===== src/rtl/stepdown_corestate_seq.sv =====
// -----------------------------------------------------------------------------
// stepdown_corestate_seq
//
// Switching-phase sequencer for the STEPDOWN core state logic. It converts the
// PWM request into non-overlapping high-side / low-side gate enables with a
// programmable dead time. It also enforces a minimum on-time and a soft-start
// cap on the HS on-time, latches over-current faults, and shuts down on
// enable-low or UVLO.
//
// Optional feature macro: STEPDOWN_DIODE_EMU_EN
//   When defined, the zcd port exists. A zero-cross seen in LS with pwm low
//   parks the bridge in DCM, with both gates off, until the next pwm request.
//   When undefined, zcd is absent and LS is held until pwm returns.
//
// Ports
//   clk      in   core clock
//   rst      in   asynchronous reset, active-high
//   CELV     in   supply pin, no logic function
//   CELG     in   ground pin, no logic function
//   SUB      in   substrate pin, no logic function
//   en       in   converter enable
//   pwm      in   PWM request, 1 = HS on wanted
//   ocp      in   over-current fault
//   uvlo     in   under-voltage lockout, 1 = supply low
//   zcd      in   inductor zero-cross detect (STEPDOWN_DIODE_EMU_EN only)
//   hs_on    out  high-side gate enable
//   ls_on    out  low-side gate enable
//   pgood    out  soft-start complete
//   fault    out  latched OCP fault
//   state_o  out  state: OFF=0 HS=1 DT_HL=2 LS=3 DT_LH=4 FLT=5 DCM=6
// -----------------------------------------------------------------------------
module stepdown_corestate_seq #(
  parameter int CNT_W     = 8,
  parameter int DT_CYCLES = 3,
  parameter int MIN_ON    = 2,
  parameter int MAX_ON    = 200,
  parameter int SS_INIT   = 4,
  parameter int SS_STEP   = 16
) (
  input  logic       clk,
  input  logic       rst,
  input  logic       CELV,
  input  logic       CELG,
  input  logic       SUB,
  input  logic       en,
  input  logic       pwm,
  input  logic       ocp,
  input  logic       uvlo,
`ifdef STEPDOWN_DIODE_EMU_EN
  input  logic       zcd,
`endif
  output logic       hs_on,
  output logic       ls_on,
  output logic       pgood,
  output logic       fault,
  output logic [2:0] state_o
);

  typedef enum logic [2:0] {
    S_OFF   = 3'd0,
    S_HS    = 3'd1,
    S_DT_HL = 3'd2,
    S_LS    = 3'd3,
    S_DT_LH = 3'd4,
    S_FLT   = 3'd5,
    S_DCM   = 3'd6
  } state_t;

  // Segment compares are done one bit wider so that seg_cnt+1 cannot wrap
  // once the counter has saturated.
  localparam logic [CNT_W:0]   MIN_ON_C  = (CNT_W+1)'(MIN_ON);
  localparam logic [CNT_W:0]   DT_C      = (CNT_W+1)'(DT_CYCLES);
  localparam logic [CNT_W-1:0] MAX_ON_C  = CNT_W'(MAX_ON);
  localparam logic [CNT_W-1:0] SS_INIT_C = CNT_W'(SS_INIT);
  localparam int               SSP_W     = $clog2(SS_STEP + 1);
  localparam logic [SSP_W-1:0] SSP_LAST  = SSP_W'(SS_STEP - 1);

  state_t           state_q, state_d;
  logic [CNT_W-1:0] seg_cnt_q, seg_cnt_d;
  logic [CNT_W-1:0] on_lim_q, on_lim_d;
  logic [SSP_W-1:0] ss_pre_q, ss_pre_d;

  logic [CNT_W:0]   seg_inc;
  logic             min_ok;
  logic             dt_done;
  logic             ss_active;

  // The power pins only exist for netlist connectivity.
  logic unused_pwr;
  assign unused_pwr = ^{CELV, CELG, SUB};

  assign seg_inc   = {1'b0, seg_cnt_q} + 1'b1;
  assign min_ok    = (seg_inc >= MIN_ON_C);
  assign dt_done   = (seg_inc >= DT_C);
  assign ss_active = (state_q != S_OFF) && (state_q != S_FLT);

  // ---------------------------------------------------------------------------
  // Next-state logic
  // ---------------------------------------------------------------------------
  always_comb begin
    state_d = state_q;
    if (state_q == S_FLT) begin
      // A latched fault is only released by dropping enable.
      if (!en) state_d = S_OFF;
    end else if (ocp) begin
      state_d = S_FLT;
    end else if (!en || uvlo) begin
      state_d = S_OFF;
    end else begin
      case (state_q)
        // Both gates are already off, so the first pulse needs no dead time.
        S_OFF:   if (pwm) state_d = S_HS;
        S_HS:    if ((!pwm && min_ok) || (seg_inc >= {1'b0, on_lim_q}))
                   state_d = S_DT_HL;
        S_DT_HL: if (dt_done) state_d = S_LS;
        S_LS: begin
          if (pwm && min_ok) state_d = S_DT_LH;
`ifdef STEPDOWN_DIODE_EMU_EN
          else if (zcd && min_ok && !pwm) state_d = S_DCM;
`endif
        end
        S_DT_LH: if (dt_done) state_d = S_HS;
`ifdef STEPDOWN_DIODE_EMU_EN
        // The LS gate is already off in DCM, so HS can follow directly.
        S_DCM:   if (pwm) state_d = S_HS;
`endif
        default: state_d = S_OFF;
      endcase
    end
  end

  // ---------------------------------------------------------------------------
  // Segment counter and soft-start ramp
  // ---------------------------------------------------------------------------
  always_comb begin
    seg_cnt_d = seg_cnt_q;
    if (state_d != state_q) begin
      seg_cnt_d = '0;
    end else if (seg_cnt_q != '1) begin
      seg_cnt_d = seg_cnt_q + 1'b1;
    end
  end

  always_comb begin
    on_lim_d = on_lim_q;
    ss_pre_d = ss_pre_q;
    if ((state_d == S_OFF) || (state_d == S_FLT)) begin
      // Every restart from OFF or FLT begins a fresh soft-start ramp.
      on_lim_d = SS_INIT_C;
      ss_pre_d = '0;
    end else if (ss_active) begin
      if (ss_pre_q == SSP_LAST) begin
        ss_pre_d = '0;
        if (on_lim_q < MAX_ON_C) on_lim_d = on_lim_q + 1'b1;
      end else begin
        ss_pre_d = ss_pre_q + 1'b1;
      end
    end
  end

  // ---------------------------------------------------------------------------
  // State registers
  // ---------------------------------------------------------------------------
  always_ff @(posedge clk or posedge rst) begin
    if (rst) begin
      state_q   <= S_OFF;
      seg_cnt_q <= '0;
      on_lim_q  <= SS_INIT_C;
      ss_pre_q  <= '0;
    end else begin
      state_q   <= state_d;
      seg_cnt_q <= seg_cnt_d;
      on_lim_q  <= on_lim_d;
      ss_pre_q  <= ss_pre_d;
    end
  end

  // ---------------------------------------------------------------------------
  // Moore outputs
  // ---------------------------------------------------------------------------
  // Decoding the gates from a single state register guarantees that they are
  // never on together, and lets reset drop them without waiting for a clock.
  assign hs_on   = (state_q == S_HS);
  assign ls_on   = (state_q == S_LS);
  assign fault   = (state_q == S_FLT);
  assign pgood   = ss_active && (on_lim_q == MAX_ON_C);
  assign state_o = state_q;

  a_no_shoot_through : assert property (
    @(posedge clk) disable iff (rst) !(hs_on && ls_on)
  );

endmodule


===== config.mk =====
export PLATFORM = sky130hd
export DESIGN_NAME = stepdown_corestate_seq
export DESIGN_NICKNAME = d
export VERILOG_FILES = /design/src/rtl/stepdown_corestate_seq.sv
export SDC_FILE = /design/constraint.sdc
export NUM_CORES = 1
export LEC_CHECK = 0
export ABC_AREA = 1
export BUFFER_PORTS_ARGS = -buffer_cell sky130_fd_sc_hd__buf_2
export CAP_MARGIN = 5
export CORE_UTILIZATION = 50
export CTS_BUF_LIST = sky130_fd_sc_hd__clkbuf_8
export CTS_CLUSTER_SIZE = 25
export DETAILED_ROUTE_END_ITERATION = 7
export HOLD_SLACK_MARGIN = 0.12
export PLACE_DENSITY = 0.69
export SLEW_MARGIN = 20
export SYNTH_ARGS = -nofsm -noshare
export SYNTH_HDL_FRONTEND = slang
export SYNTH_SLANG_ARGS = --single-unit

===== constraint.sdc =====
create_clock -name clk -period 4.08 [get_ports clk]
set_clock_uncertainty 0.1 [all_clocks]
set_input_delay 0.612 -clock clk [delete_from_list [all_inputs] [get_ports clk]]
set_output_delay 0.612 -clock clk [all_outputs]
set_load 0.01 [all_outputs]

# Word-level counts from Yosys, hierarchy flattened

Cells that the tools add are included.

Register bits after elaboration: 24
Input bits: 9
Output and inout port bits: 7
Word-level logic and storage cells: 59

Add/subtract/negate cells: 4
$lt $le $gt $ge: 4
Equal/unequal tests: 11
Multiplexer cells: 19
Reductions and logical operators: 17

Operators by type and width:

| cell                                                                  | count |
|---|---|
| 8-bit 2-to-1 mux                                                      | 6 |
| 3-bit 2-to-1 mux                                                      | 9 |
| 9-bit by 2-bit >= comparator with 1-bit output, second input constant | 2 |
| 8-bit by 1-bit adder with 8-bit output, second input constant         | 2 |
| 5-bit 2-to-1 mux                                                      | 3 |
| 3-bit case mux with 5 select lines                                    | 1 |
| 8-bit by 1-bit adder with 9-bit output, second input constant         | 1 |
| 3-bit equality test, second input constant                            | 3 |
| 9-bit by 8-bit >= comparator with 1-bit output                        | 1 |
| 8-bit equality test, second input constant                            | 1 |
| 8-bit less-than comparator, second input constant                     | 1 |
| 8-bit != test, second input constant                                  | 1 |
| 2-bit nonzero test                                                    | 4 |
| 3-bit by 2-bit equality test with 1-bit output, second input constant | 2 |
| 3-bit zero test                                                       | 2 |
| 5-bit by 1-bit adder with 5-bit output, second input constant         | 1 |
| 5-bit by 4-bit equality test with 1-bit output, second input constant | 1 |
| 1-bit logical AND                                                     | 4 |
| 3-bit by 1-bit equality test with 1-bit output, second input constant | 1 |
| 1-bit logical OR                                                      | 3 |
| 3-bit != test                                                         | 1 |
| 3-bit != test, second input constant                                  | 1 |
| 3-bit AND reduction                                                   | 1 |
| 3-bit nonzero test                                                    | 1 |
| 1-bit zero test                                                       | 2 |

# Depth between registers and ports, before layout

Word-level depth: 13
Gate-level depth with buffers: 21
Gate-level depth less buffers: 21

# Worst setup path after synthesis

OpenSTA, ideal clock, no wires.

Path kind: register to register
From: register seg_cnt_q[0]
To: register ss_pre_q[4]
Library setup time: 0.128 ns
Arrival time: 2.626 ns
Data required time: 3.852 ns
Path slack: 1.226 ns
Stages on the path, launching flop included: 20
Buffers on the path: 1
Period minus slack after synthesis: 2.854 ns
Cell sequence: dfrtp_1 -> ha_1 -> nand3_1 -> xor2_1 -> inv_1 -> ha_1 -> a21o_1 -> nor2_1 -> nand2_1 -> nand2_1 -> nand3_1 -> a21oi_1 -> nand3_1 -> nand3_1 -> nand2_1 -> nand3_1 -> nand2_2 -> nor2_4 -> buf_12 -> nor2_4

Word-level cells in the longest chain between the ends: 12
Elaborated cells on any way between the ends: 20
Classes of those cells: add/sub (1); order compare (3); eq/ne (1); mux (9); reduce/logical (6)

RTL lines:

| what                                                   | RTL line | RTL |
|---|---|---|
| start: declaration                                     | 79       | `logic [CNT_W-1:0] seg_cnt_q, seg_cnt_d;` |
| start signal: assignment                               | 172      | `seg_cnt_q <= seg_cnt_d;` |
| 8-bit by 1-bit adder with 9-bit output *               | 92       | `assign seg_inc = {1'b0, seg_cnt_q} + 1'b1;` |
| 9-bit by 2-bit >= comparator with 1-bit output         | 93       | `assign min_ok = (seg_inc >= MIN_ON_C);` |
| 1-bit logical AND                                      | 113      | `S_HS: if ((!pwm && min_ok) \|\| (seg_inc >= {1'b0, on_lim_q}))` |
| 1-bit logical OR                                       | 113      |  |
| 3-bit 2-to-1 mux                                       | 113      |  |
| 3-bit case mux with 5 select lines *                   | 110      | `case (state_q)` |
| 3-bit 2-to-1 mux *                                     | 107      | `end else if (!en \|\| uvlo) begin` |
| 3-bit 2-to-1 mux *                                     | 105      | `end else if (ocp) begin` |
| 3-bit 2-to-1 mux *                                     | 102      | `if (state_q == S_FLT) begin` |
| 3-bit equality test or 3-bit zero test (tied branches) | 147      | `if ((state_d == S_OFF) \|\| (state_d == S_FLT)) begin` |
| 1-bit logical OR *                                     | 147      |  |
| 5-bit 2-to-1 mux or 2-bit nonzero test (tied branches) | -        |  |
| end signal: assignment                                 | 174      | `ss_pre_q <= ss_pre_d;` |
| end: declaration                                       | 81       | `logic [SSP_W-1:0] ss_pre_q, ss_pre_d;` |

Mark *: on every way between the ends. The rest lies on a longest branch, timed or not.
A chain may end at the register's enable or synchronous reset.

# Final worst setup path

From: register seg_cnt_q[0]
To: register on_lim_q[0]

Word-level cells in the longest chain between the ends: 13
Elaborated cells on any way between the ends: 23
Classes of those cells: add/sub (1); order compare (3); eq/ne (1); mux (9); reduce/logical (9)

RTL lines:

| what                                                   | RTL line | RTL |
|---|---|---|
| 8-bit by 1-bit adder with 9-bit output *               | 92       |  |
| 9-bit by 2-bit >= comparator with 1-bit output         | 93       |  |
| 1-bit logical AND                                      | 113      |  |
| 1-bit logical OR                                       | 113      |  |
| 3-bit 2-to-1 mux                                       | 113      |  |
| 3-bit case mux with 5 select lines *                   | 110      |  |
| 3-bit 2-to-1 mux *                                     | 107      |  |
| 3-bit 2-to-1 mux *                                     | 105      |  |
| 3-bit 2-to-1 mux *                                     | 102      |  |
| 3-bit equality test or 3-bit zero test (tied branches) | 147      |  |
| 1-bit logical OR *                                     | 147      |  |
| 2-bit nonzero test (no line)                           | -        |  |
| 3-bit AND reduction (no line)                          | -        |  |
| end signal: assignment                                 | 173      | `on_lim_q <= on_lim_d;` |
| end: declaration                                       | 80       | `logic [CNT_W-1:0] on_lim_q, on_lim_d;` |

Marks and branches as above.

==> impl_metrics.ini <==
[yosys]
yosysSeqAreaShare_pct = 31.5
synth-main-ff-cell = dfrtp_1
netlist_top_cells_area = dfrtp_1 (30%), nand2_1 (9.8%), inv_1 (9.0%), ha_1 (8.5%), nor2_4 (7.1%)
yosys_warnings = 0
synthArstFlopShare_pct = 100
syn_area_per_cell_um2 = 7.41
synth_seq_cells = 24
synth_common_cells = nand2_1 (50), inv_1 (46), nor2_1 (32)
syn_nets = 280
syn_area_um2 = 1910
yosysTopAreaCell = dfrtp_1
synthCells = 258
synth_top_area_share_pct = 30.1
synth_edf_count = 0
yosysMostFrequentCell = nand2_1
ys_types = 28

[finish]
drive_gt1_share_pct = 18.5
nets = 298
post-route-util_pct = 57.3
fill_cells = 357
seqCellArea_um2 = 602
diodes = 0
syn_to_final_growth_pct = 9.75
multi_input_area_um2 = 1110

[setup_path]
crit_path_end_kind = flip-flop
r2r_end = on_lim_q[0]$_DFFE_PP0P_
path_class = reg2reg
crit_required_ps = 4140
cp-start-kind = flip-flop
reg2reg_depth = 19
r2r_start = seg_cnt_q[0]$_DFFE_PP0P_
critPathMaxFanout = 7
worstPathArrival_ps = 3370
regToRegSetupSlack_ps = 780

[placed_design]
port-buffer-count = 12
hpwlAfterDp_um = 2700
gp_congestion = 0.838

[cts]
cts_tree = yes
cts_hold_buffers = 0
post_cts_buffers = 0
clk_latency_ps = 260
cts_made_buffers = 3
ctsHtreeMaxLevel = 1
cts-root-buf = clkbuf_8
post_cts_resized = 0
clock_sinks = 24
clk_path_buf_depth = 2
path_clk_slew_ps = 90

[sta]
finalHoldViolations = 0
rsz0062_at_grt = false
worstMarginPinSlew_ps = 926
setup_viol_count_final = 0
max_slew_margin_pct = 38.2
period_share_pct = 80.9
tns_ps = 0
period_needed_ps = 3300
fmax_mhz = 303
maxSlewViolCount = 0

[pwr]
p_leak_nw = 1.09
pwr-share-clk_pct = 20.3
p_sw_share_pct = 44.8
switchingPower_mw = 0.461
power_frac_comb_pct = 49.8
p_per_area_nw_per_um2 = 490
ir_drop_v = 0.000515
power.internal_mw = 0.567
p_seq_share_pct = 29.9

[floorplan]
die-area_um2 = 4070
die_width_um = 63.8
core_um2 = 3660
io_pins = 16
die_y_um = 63.8
initial_utilization_pct = 52.2
rows = 22

[detailed_routing]
drc = 0
dr.pass1.iters = 4
routed_wl_um = 3470
avgViaCountPerCell = 4.80
drt-initial-drc-count = 69
ant_nets = 0
avgRoutedWirePerCell_um = 10.8
vias = 1550

[global_routing]
grt_max_degree = 25
overflow = 0
antenna_found_initial = 0
grt.total_usage_pct = 19.6
grt_first_pass_wirelength_um = 6340
grt_pass1_vias = 1508

[job]
max-cap-violations = 0

[hold_path]
hold_class = in2async

[run_status]
status = finished clean
[registers in the layout (all words and copies together), names as in the netlist]
signal     count
ss_pre_q       5
on_lim_q       8
seg_cnt_q      8
state_o        3
[critical path: stages, from the launching register on]
cell     delay (ps)
dfrtp_1         500
ha_1            330
nand3_1         120
xor2_1          180
inv_1           100
ha_1            310
a21o_1          160
nor2_1           90
nand2_1          60
nand2_1          50
nand3_1          70
a21oi_1         170
nand3_1          90
nand3_1          90
nand2_1          60
nand3_1         100
nand2_2          80
nor2_4          240
buf_4           230
nor2_1           50
[worst max path at each step]
stage                     slack (ps)                      from  cells after the start                 endpoint
after global routing             440  seg_cnt_q[0]$_DFFE_PP0P_                     19  on_lim_q[0]$_DFFE_PP0P_
after floorplan                 1230  seg_cnt_q[0]$_DFFE_PP0P_                     19  ss_pre_q[4]$_DFFE_PP0P_
final                            780  seg_cnt_q[0]$_DFFE_PP0P_                     19  on_lim_q[0]$_DFFE_PP0P_
after global placement           770  seg_cnt_q[0]$_DFFE_PP0P_                     19  on_lim_q[1]$_DFFE_PP0P_
after detailed placement         730  seg_cnt_q[0]$_DFFE_PP0P_                     19  on_lim_q[1]$_DFFE_PP0P_
after CTS                        720  seg_cnt_q[0]$_DFFE_PP0P_                     19  on_lim_q[1]$_DFFE_PP0P_
[per-stage QoR]
stage	setup slack (ps)	power, mW	hold WS (ps)	std cells	area, um2
6_report	777	1.03	432	323	2100
5_1_grt	442	1.12	528	323	2100
4_1_cts	719	1.04	484	323	2100
3_5_place_dp	730	0.825	448	319	2030
3_3_place_gp	770	0.820	444	319	2030
2_1_floorplan	1230	0.728	426	258	1910
[cell families after synthesis]
group / after synthesis / synth area share, %
AND/OR/NAND/NOR: 142 / 39.3
buffers and inverters: 49 / 10.5
flip-flops: 24 / 31.5
AO/OA/AOI/OAI: 19 / 5.17
adder cells (fa/ha/maj): 13 / 8.51
XOR/XNOR: 11 / 5.04
[metal layers]
metal | wire length (um) | share of wire, % | global-route usage (%) | vias to the layer above
li1 | - | - | - | 837
met1 | 1750 | 50 | 26.4 | 702
met2 | 1660 | 48 | 33.1 | 9
met3 | 37 | 1.1 | 1.61 | 2
met4 | 24 | 0.69 | 5.97 | 0
met5 | 0 | 0 | 0 | -
[power groups by stage]
stage	clock network, mW	registers, mW	logic (mW)
floorplan	0	0.307	0.421
global placement	0	0.312	0.508
detailed placement	0	0.313	0.512
global route	0.220	0.314	0.590
CTS	0.214	0.308	0.516
finish	0.208	0.308	0.512
[layout by cell type (no fill, tap or decap), types with 2 or more instances in the layout]
master | netlist | layout
nand2_1 | 50 | 50
inv_1 | 46 | 46
nor2_1 | 32 | 32
dfrtp_1 | 23 | 23
nand3_1 | 17 | 17
ha_1 | 13 | 13
nor2_4 | 12 | 12
buf_2 | 0 | 12
a21oi_1 | 11 | 11
xor2_1 | 10 | 10
nand2_2 | 7 | 7
nor3_1 | 6 | 6
nand3_2 | 5 | 5
o21ai_0 | 5 | 5
nand4_1 | 4 | 4
nor2_2 | 3 | 3
clkbuf_8 | 0 | 3
inv_2 | 2 | 2
buf_4 | 0 | 2
[cell type report]
cell class	count	area share [%]
Multi-Input combinational cell	185	52.9
Sequential cell	24	28.7
Inverter	48	8.59
Timing Repair Buffer	14	3.58
Tap cell	48	2.86
Clock buffer	3	1.97
Clock inverter	1	1.43
Power figures use the tool's default switching activity.
